**src/rtl/t5_load.sv**
```systemverilog
// t5_load: tra5 load-return stage. Waits for the Wishbone ack, stalls the pipeline and extends the load data.
// Optional bus timeout: define T5_LOAD_TOUT_EN (limit set by parameter TOUT).
module t5_load #(
    parameter int unsigned TOUT = 16
) (
    input  logic        sclk,
    input  logic        srst_n,
    input  logic        sena,
    input  logic [2:0]  dfn3,
    input  logic [4:0]  drd,
    input  logic [1:0]  xstb,
    input  logic        xwre,
    input  logic [3:0]  xsel,
    input  logic [31:0] dwb_dti,
    input  logic        dwb_ack,
    output logic        mstall,
    output logic [31:0] mdat,
    output logic [4:0]  mrd,
    output logic        mwre,
    output logic        mmis,
    output logic        mberr
);

    localparam logic [0:0] ST_IDLE = 1'b0;
    localparam logic [0:0] ST_WAIT = 1'b1;

    logic [2:0]  r_xfn3;
    logic [4:0]  r_xrd;
    logic [0:0]  r_state;
    logic [0:0]  w_state_nxt;
    logic [31:0] r_mdat;
    logic [4:0]  r_mrd;
    logic        r_mwre;
    logic        r_mmis;
    logic        w_req_vld;
    logic        w_cap;
    logic        w_tout_hit;
    logic        w_sext;
    logic [31:0] w_ldat;

    assign w_req_vld = (xstb == 2'b10);
    assign w_cap     = w_req_vld && dwb_ack;
    assign mstall    = w_req_vld && !dwb_ack && !w_tout_hit;

    always_ff @(posedge sclk or negedge srst_n) begin
        if (!srst_n) begin
            r_xfn3 <= '0;
            r_xrd  <= '0;
        end else if (sena) begin
            r_xfn3 <= dfn3;
            r_xrd  <= drd;
        end
    end

    always_comb begin
        w_state_nxt = r_state;
        case (r_state)
            ST_IDLE: if (w_req_vld && !dwb_ack && !w_tout_hit) w_state_nxt = ST_WAIT;
            ST_WAIT: if (!w_req_vld || dwb_ack || w_tout_hit) w_state_nxt = ST_IDLE;
            default: w_state_nxt = ST_IDLE;
        endcase
    end

    always_ff @(posedge sclk or negedge srst_n) begin
        if (!srst_n) r_state <= ST_IDLE;
        else         r_state <= w_state_nxt;
    end

    // funct3[2] selects zero extension; the low funct3 bits are implied by xsel.
    always_comb begin
        w_sext = ~r_xfn3[2];
        w_ldat = '0;
        case (xsel)
            4'h1:    w_ldat = {{24{w_sext & dwb_dti[7]}},  dwb_dti[7:0]};
            4'h2:    w_ldat = {{24{w_sext & dwb_dti[15]}}, dwb_dti[15:8]};
            4'h4:    w_ldat = {{24{w_sext & dwb_dti[23]}}, dwb_dti[23:16]};
            4'h8:    w_ldat = {{24{w_sext & dwb_dti[31]}}, dwb_dti[31:24]};
            4'h3:    w_ldat = {{16{w_sext & dwb_dti[15]}}, dwb_dti[15:0]};
            4'hC:    w_ldat = {{16{w_sext & dwb_dti[31]}}, dwb_dti[31:16]};
            4'hF:    w_ldat = dwb_dti;
            default: w_ldat = '0;
        endcase
    end

    logic w_unused_fn3;
    assign w_unused_fn3 = ^r_xfn3[1:0];

    // Stores complete on ack without touching the writeback data.
    always_ff @(posedge sclk or negedge srst_n) begin
        if (!srst_n) begin
            r_mdat <= '0;
            r_mrd  <= '0;
            r_mwre <= 1'b0;
            r_mmis <= 1'b0;
        end else begin
            r_mwre <= w_cap && !xwre;
            r_mmis <= (xstb == 2'b11);
            if (w_cap && !xwre) begin
                r_mdat <= w_ldat;
                r_mrd  <= r_xrd;
            end
        end
    end

    assign mdat = r_mdat;
    assign mrd  = r_mrd;
    assign mwre = r_mwre;
    assign mmis = r_mmis;

`ifdef T5_LOAD_TOUT_EN
    localparam int unsigned   CW       = $clog2(TOUT + 1);
    localparam logic [CW-1:0] CNT_LAST = CW'(TOUT - 1);

    logic [CW-1:0] r_cnt;
    logic          r_mberr;

    // Counter runs on every stalled request cycle, so the limit includes the first (IDLE) cycle.
    assign w_tout_hit = w_req_vld && (r_cnt == CNT_LAST) && !dwb_ack;

    always_ff @(posedge sclk or negedge srst_n) begin
        if (!srst_n) begin
            r_cnt   <= '0;
            r_mberr <= 1'b0;
        end else begin
            r_mberr <= w_tout_hit;
            if (!w_req_vld || dwb_ack || w_tout_hit) r_cnt <= '0;
            else                                     r_cnt <= r_cnt + CW'(1);
        end
    end

    assign mberr = r_mberr;
`else
    localparam logic [31:0] UNUSED_TOUT = 32'(TOUT);

    logic w_unused_tout;
    assign w_unused_tout = UNUSED_TOUT[0];
    assign w_tout_hit    = 1'b0;
    assign mberr         = 1'b0;
`endif

endmodule
```
**config.mk**
```make
export PLATFORM = sky130hd
export DESIGN_NAME = t5_load
export DESIGN_NICKNAME = d
export VERILOG_FILES = /design/src/rtl/t5_load.sv
export SDC_FILE = /design/constraint.sdc
export NUM_CORES = 1
export LEC_CHECK = 0
export ABC_AREA = 0
export CAP_MARGIN = 10
export CORE_MARGIN = 2
export CORE_UTILIZATION = 41
export CTS_BUF_LIST = sky130_fd_sc_hd__clkbuf_2 sky130_fd_sc_hd__clkbuf_4 sky130_fd_sc_hd__clkbuf_8
export DETAILED_ROUTE_END_ITERATION = 8
export GPL_TIMING_DRIVEN = 1
export PLACE_DENSITY = 0.77
export SLEW_MARGIN = 5
export SYNTH_ARGS = -nofsm -noshare
export SYNTH_HDL_FRONTEND = slang
export SYNTH_SLANG_ARGS = --single-unit
```
**constraint.sdc**
```tcl
create_clock -name sclk -period 1.7 [get_ports sclk]
set_clock_uncertainty 0.05 [all_clocks]
set_input_delay 0.51 -clock sclk [delete_from_list [all_inputs] [get_ports sclk]]
set_output_delay 0.51 -clock sclk [all_outputs]
set_load 0.1 [all_outputs]
```
### Word level (Yosys, flattened, before mapping)

Index checks and enable logic that the tools add are counted.

| storage, ports and cells | value |
|---|---|
| input bits | 51 |
| output and inout bits | 41 |
| register bits | 47 |

| cells by class | value |
|---|---|
| bitwise operators | 5 |
| reductions and logical operators | 5 |
| equality and inequality tests | 9 |
| muxes and demuxes | 1 |

Operators with widths:

| operator | count |
|---|---|
| $pmux W32 S7 | 1 |
| $eq A4 B4 Y1 const B | 3 |
| $eq A4 B2 Y1 const B | 2 |
| $and A1 B1 Y1 | 4 |
| $eq A2 B2 Y1 const B | 2 |
| $eq A4 B1 Y1 const B | 1 |
| $eq A4 B3 Y1 const B | 1 |
| $logic_and A1 B1 Y1 | 3 |
| $logic_not A1 Y1 | 2 |
| $not A1 Y1 | 1 |

### Depth between registers and ports, before layout

| logic depth | value |
|---|---|
| depth after elaboration | 3 |
| gate-level depth with buffers | 8 |

### Worst setup path before layout

OpenSTA, ideal clock, no wires.

| timing | value |
|---|---|
| kind | input to output |
| from | input port xstb[0] |
| to | output port mstall |
| data arrival time | 2.722 ns |
| stages | 1 |
| path slack | -1.582 ns |
| cells stage by stage | nor3b_1 |

| between the ends | value |
|---|---|
| word-level cells in the longest chain between the ends | 2 |

RTL lines:

| element | line | RTL |
|---|---|---|
| from (decl) | 11 | `input logic [1:0] xstb,` |
| $eq A2 B2 Y1 | 41 | `assign w_req_vld = (xstb == 2'b10);` |
| $logic_and A1 B1 Y1 | -- |  |
| to (decl) | 16 | `output logic mstall,` |

No other way between the ends.

### Final worst setup path

| timing | value |
|---|---|
| from | register r_xfn3[2] |
| to | register r_mdat[25] (netlist: mdat[25]) |

| between the ends | value |
|---|---|
| word-level cells in the longest chain between the ends | 3 |
| elaborated cells on any way between the ends | 6 |
| those cells by class | mux (1); bitwise (5) |

RTL lines:

| element | line | RTL |
|---|---|---|
| from (decl) | 27 | `logic [2:0] r_xfn3;` |
| from (signal assigned) | 50 | `r_xfn3 <= dfn3;` |
| $not A1 Y1 (*) | 71 | `w_sext = ~r_xfn3[2];` |
| $and A1 B1 Y1, on equally long branches | -- |  |
| $pmux W32 S7 (*) | 73 | `case (xsel)` |
| to (signal assigned) | 99 | `r_mdat <= w_ldat;` |
| to (decl) | 31 | `logic [31:0] r_mdat;` |

Mark *: on every way between the ends. The rest lies on a longest branch, timed or not.
A chain may end at the register's enable or synchronous reset.

==> flow_summary.toml <==
[clocking]
clockBufferDepth = 2
clk_pin_slew_ns = 0.09
h-tree-depth = 2
cts.sinks = 45
root_buffer = "clkbuf_8"
clk_latency_ns = 0.30
numCtsBuffers = 5
hold_buffers = 0
cts_tree = "built"

[routing]
post_drt_wl_per_cell_um = 21.1
firstDrtPassIters = 5
drtAntennaViolNets = 0
routed-via-count = 2734
drt-initial-drc-count = 269
routed_wl_mm = 9.37
drcViolationCount = 0
viasPerCell = 6.14

[synthesis]
synth.distinct_cells = 43
synth-edff-count = 0
synth.top_cell.area_share_pct = 43.4
syn-num-nets = 292
yosysWarnings = 0
synth.most_common_cell = "nand2_1"
yosysTopAreaCell = "dfrtp_1"
netlist_area_mm2 = 0.00259
synth-seq-cells = 45
synth_common_cells = "59 x nand2_1, 45 x dfrtp_1, 20 x a22oi_2"
seq_area_frac_synth_pct = 43.4
synth.area.top_cells = "dfrtp_1 43%, a22oi_2 9.7%, nand2_1 8.5%"
yosys_most_used_dff = "dfrtp_1"
ys_async_sr_fraction_pct = 100
syn_inst = 241
synth.avg_cell_area_um2 = 10.8

[setup_path]
worstPathRequired_ns = 1.88
critPathArrivalTime_ns = 1.98
crit_type = "flop to flop"
start_kind = "flop"
worstPathMaxFanout = 8
endpoint_kind = "flop"

[power]
powerDensity_mw_per_mm2 = 607
p_leak_nw = 1.85
power_switching_w = 0.000929
ir_drop_mv = 0.483
power_w = 0.00280
seq_power_share_pct = 41.6
power_frac_clock_pct = 26.5
switching_share_pct = 33.2
p_comb_share_pct = 31.9
p_int_w = 0.00187

[global_route]
gr-usage-all-layers_pct = 26.4
grt_pass1_wl_mm = 14.5
antenna_found_initial = 0
grt.overflow.total = 0
first_global_vias = 2772
grt_max_degree = 30

[placed_design]
gp_congestion = 0.836
dp.final_hpwl_mm = 5.85
dpl-instance-area_mm2 = 0.00419
port_buffers = 88
dp_slack_ns = -0.747

[final_layout]
insertedDiodeCount = 0
final_cell_area_mm2 = 0.00461
area_growth_pct = 77.8
final_core_util_pct = 76.5
nNetsFinal = 420
drive_gt1_share_pct = 47.3

[sta]
setup_tns_ns = -1.52
fin_crit_ns = 1.79
drv_slew = 0
fin_crit_sh_pct = 106
max_freq_mhz = 558
setup_viol = 28
rsz0062_at_grt = "true"
hold_violations = 0
setup_ws_ns = -0.0936

[floorplan]
initial_core_util_pct = 43.0
die_w_um = 83.5
fp.dieH_um = 83.5
core-area_mm2 = 0.00603
std_cell_rows = 28
die_area_mm2 = 0.00698
ios = 92

[run_status]
status = "finished with violations"
violations = "setup timing"

[run]
cap_violations = 0

[min_path]
worst_hold_path_type = "input port to asynchronous set/reset pin"
[worst paths after layout]
kind	cells past startpoint	startpoint	endpoint	slack, ns
max in group asynchronous	2	srst_n	r_xrd[0]	1.00
worst min-delay path	1	srst_n	mdat[19]	0.09
worst max-delay path	7	r_xfn3[2]	mdat[25]	-0.09
worst min register to register	2	r_xrd[2]	mrd[2]	0.42
min in group sclk	2	r_xrd[2]	mrd[2]	0.42
worst max register to register	7	r_xfn3[2]	mdat[25]	-0.09
[power by group through the flow]
stage	sequential [W]	combinational, W	clock, W
6_report	0.00116	0.000894	0.000742
4_1_cts	0.00116	0.000875	0.000750
2_1_floorplan	0.00140	0.000206	0
3_5_place_dp	0.00118	0.000835	0
5_1_grt	0.00117	0.000928	0.000797
3_3_place_gp	0.00118	0.000823	0
[routing by layer]
| metal | track usage (%) | up-vias | routed length [um] |
|---|---|---|---|
| met5 | 0 | - | 0 |
| met4 | 11.1 | 0 | 257 |
| met3 | 5.74 | 25 | 872 |
| met2 | 43.8 | 189 | 4650 |
| met1 | 33.5 | 1345 | 3600 |
| li1 | - | 1175 | - |
[state kept, by name, summed over array words and instances (netlist names)]
signal and flops:
mdat 32, mmis 1, mrd 5, mwre 1, r_xfn3 1, r_xrd 5
[what timing repair did]
action,4_1_cts,5_1_grt
gates cloned,5,1
pin swaps,11,6
buffers inserted,4,4
resized for setup,47,14
endpoints found under the setup margin,33,32
[logic make-up after synthesis]
logic type | count (synthesis) | share of synthesized area [%]
AND/OR/NAND/NOR | 85 | 15.9
flip-flops | 45 | 43.4
multiplexers | 6 | 2.61
other | 1 | 0.145
AO/OA/AOI/OAI | 79 | 30.9
buffers and inverters | 25 | 7.05
[through the flow]
| stage | cells | hold slack, ns |
|---|---|---|
| final | 445 | 0.0909 |
| after detailed placement | 423 | 0.403 |
| after floorplan | 241 | 0.164 |
| after CTS | 440 | 0.0989 |
| after global placement | 423 | 0.395 |
| after global routing | 445 | 0.112 |
[final cells by class]
| type | instances | area, um2 |
|---|---|---|
| Fill cell | 349 | 1420 |
| Inverter | 1 | 3.75 |
| Clock inverter | 1 | 5.00 |
| Timing Repair Buffer | 145 | 1880 |
| Tap cell | 75 | 93.8 |
| Sequential cell | 45 | 1130 |
| Multi-Input combinational cell | 171 | 1410 |
| Clock buffer | 7 | 96.3 |
[placed cells by master, fill, tap and decap left out, types with 4 or more instances in the layout]
| master | instances |
|---|---|
| mux2_2 | 6 |
| clkdlybuf4s50_1 | 38 |
| a22oi_1 | 8 |
| nand2_1 | 58 |
| buf_12 | 46 |
| a221oi_1 | 11 |
| buf_2 | 5 |
| a221oi_2 | 5 |
| a22oi_2 | 22 |
| a222oi_1 | 7 |
| buf_6 | 4 |
| a21boi_0 | 5 |
| or2_2 | 8 |
| a32oi_2 | 6 |
| buf_4 | 41 |
| dfrtp_1 | 45 |
| clkbuf_8 | 7 |
[critical path, stage by stage (launching register included)]
cell,delay [ns]
dfrtp_1,0.42
buf_4,0.15
or3_4,0.33
buf_4,0.15
o22ai_4,0.23
buf_12,0.18
a221oi_1,0.06
a22oi_2,0.14
Note: power is estimated with default switching activity, not from simulation.
==> RTL edit (same settings) <==
Add a define of `T5_LOAD_TOUT_EN`.
--- a/src/rtl/t5_load.sv
+++ b/src/rtl/t5_load.sv
@@ -1,5 +1,7 @@
 // t5_load: tra5 load-return stage. Waits for the Wishbone ack, stalls the pipeline and extends the load data.
 // Optional bus timeout: define T5_LOAD_TOUT_EN (limit set by parameter TOUT).
+`define T5_LOAD_TOUT_EN
+
 module t5_load #(
     parameter int unsigned TOUT = 16
 ) (
Check against the original RTL: same outputs for any inputs over 10 cycles, from zero or initial values and one cycle with srst_n low; that may be too few to reach the edited logic, so the function may still have changed.
==> RTL edit against the unedited design <==
- the run still ends with negative setup slack left
- wire length shrank 12%
- design area fell by 1.5%
- global-route usage decreased by 2.4 points
- critical path type is now reg2out
- largest cell class unchanged
- sequential cell count is 6 higher
- core utilization shrank 0.28 points
- count of clock-buffer cells in the layout fell by 2
- synthesized area decreased by 1.4%
- fmax shrank 30%
- setup slack got worse by 0.78 ns
- highest routed layer unchanged
- die area is 1.4% lower
- via count down 5.2%
- power increased by 24%
==> RTL edit: results (changes against the unedited design) <==
Largest net degree at the start of global routing = 52 (was 30)
FF-to-FF path depth = 10 (was 7)
Gr usage total = 24.04% (was 26.42%)
Ys flop type = dfrtp_1 (unchanged)
Vias in the first global route = 2634 (was 2772)
Multi-input gates = 180 (was 171)
Setup violations, final = 7 (was 28)
Commonest cells post-synth = nand2_1, dfrtp_1, a211oi_1, o21ai_0, o21ai_2 (was nand2_1, dfrtp_1, a22oi_2, a221oi_1)
R2R Path Start = r_cnt[0] (was r_xfn3[2])
Sw Share = 38.52% (was 33.19%)
Top cells by area, synth = dfrtp_1, nand2_1, a211oi_1, o21ai_2, a222oi_1 (was dfrtp_1, a22oi_2, nand2_1, a221oi_1, buf_6)
Multi-input gate area = 1262 sq um (was 1409 sq um)
Worst Setup EP = mstall (was mdat[25])
Critical Path AT = 2.01 ns (was 1.98 ns)
HPWL Detailed = 5862 microns (was 5850 microns)
Placed Cells = 445 (was 423)
Final WS setup = -0.8711 ns (was -0.09356 ns)
Gate power share = 38.7% (was 31.9%)
Layout cells sized above 1 = 38.82% (was 47.30%)
Clock Tree Buf Depth = 2 (unchanged)
NumNets Final = 441 (was 420)
Register area share after synthesis = 49.95% (was 43.44%)
Fill count = 373 (was 349)
Seq pwr = 1390 uW (was 1160 uW)
Reg area = 1276 sq um (was 1126 sq um)
Syn_area_per_cell = 10.02 sq um (was 10.76 sq um)
Status = complete, but fails checks (unchanged)
Via/cell ratio = 5.588 (was 6.144)
First-pass GRT wire length = 13240 microns (was 14480 microns)
Flop-to-flop setup slack = -0.51 ns (was -0.09 ns)
Max VDD drop = 0.0005024 V (was 0.0004828 V)
Crit path kind = reg2out (was reg2reg)
Clk cell area share = 2.039% (was 2.198%)
Routed WL per cell = 17.73 microns (was 21.06 microns)
Worst R2R End = r_cnt[3] (was mdat[25])
Drt first-iter violations = 218 (was 269)
Nonclk buf count = 146 (was 145)
Top cell type's share of synthesized area = 49.95% (was 43.44%)
GP Congestion = 0.9034 (was 0.8359)
Failing checks = negative setup slack (unchanged)
Number of port buffers = 89 (was 88)
Non-Filler Instances = 464 (was 445)
Inverters = 4 (was 1)
Static Leakage = 0.001981 uW (was 0.001846 uW)
Seq cells = 51 (was 45)
Syn_nets = 308 (was 292)
Pint = 2128 uW (was 1870 uW)
CP max FO = 2 (was 8)
Non-clk buf share = 39.57% (was 40.71%)
## RTL edit: cell types whose count changed after synthesis, sizes merged, moves of 6 or more
cell and change:
a221oi -16, a211oi +16, o21ai +24, nor2 +7
a22o +7, a22oi -30, or2 -7, dfrtp +6
## RTL edit: per-layer routing
layer | vias to the layer above | wire (microns) | track usage [%]
li1 | 1195 | - | -
met1 | 1251 | 3236 | 30.24
met2 | 125 | 4294 | 40.62
met3 | 22 | 509 | 4.871
met4 | 0 | 184 | 9.389
met5 | - | 0 | 0
## RTL edit: worst max-delay path, cell delays in order, from the launching register on
cell and delay [ns]:
dfrtp_1 0.39, ha_2 0.19, and3_4 0.15, ha_4 0.15, or4b_4 0.54, clkinvlp_4 0.11, buf_12 0.17
## RTL edit: what timing repair did
item                                   in CTS  in global routing
pin swaps                                   5                  3
resized for setup                          25                 21
gates cloned                                3                  0
buffers inserted                            6                  2
endpoints found under the hold margin       0                  0
setup endpoints to repair                  36                 39
## RTL edit: cells by family (layout without fill, tap and decap cells)
| group | count (synthesis) | count (layout) | synth area share, % |
|---|---|---|---|
| xor+xnor | 3 | 3 | 1.029 |
| fa+ha+maj | 2 | 2 | 0.9793 |
| simple gates | 86 | 86 | 15.48 |
| buf+inv | 24 | 158 | 4.897 |
| flops | 51 | 51 | 49.95 |
| compound gates | 83 | 83 | 25.02 |
| mux | 6 | 6 | 2.644 |
## RTL edit: metrics by stage
step	worst slack (ns)	setup TNS (ns)	instance area, sq um	hold WS, ns	util, %
after floorplan	-0.6426	-1.024	2586	0.1644	-
after global placement	-0.6827	-18.70	4233	0.3942	71.07
after detailed placement	-0.7216	-20.86	4233	0.4013	71.07
after CTS	-0.8971	-4.101	4468	0.1234	75.02
after global routing	-0.9174	-3.201	4541	0.1298	76.24
final	-0.8711	-2.908	4541	0.1023	76.24
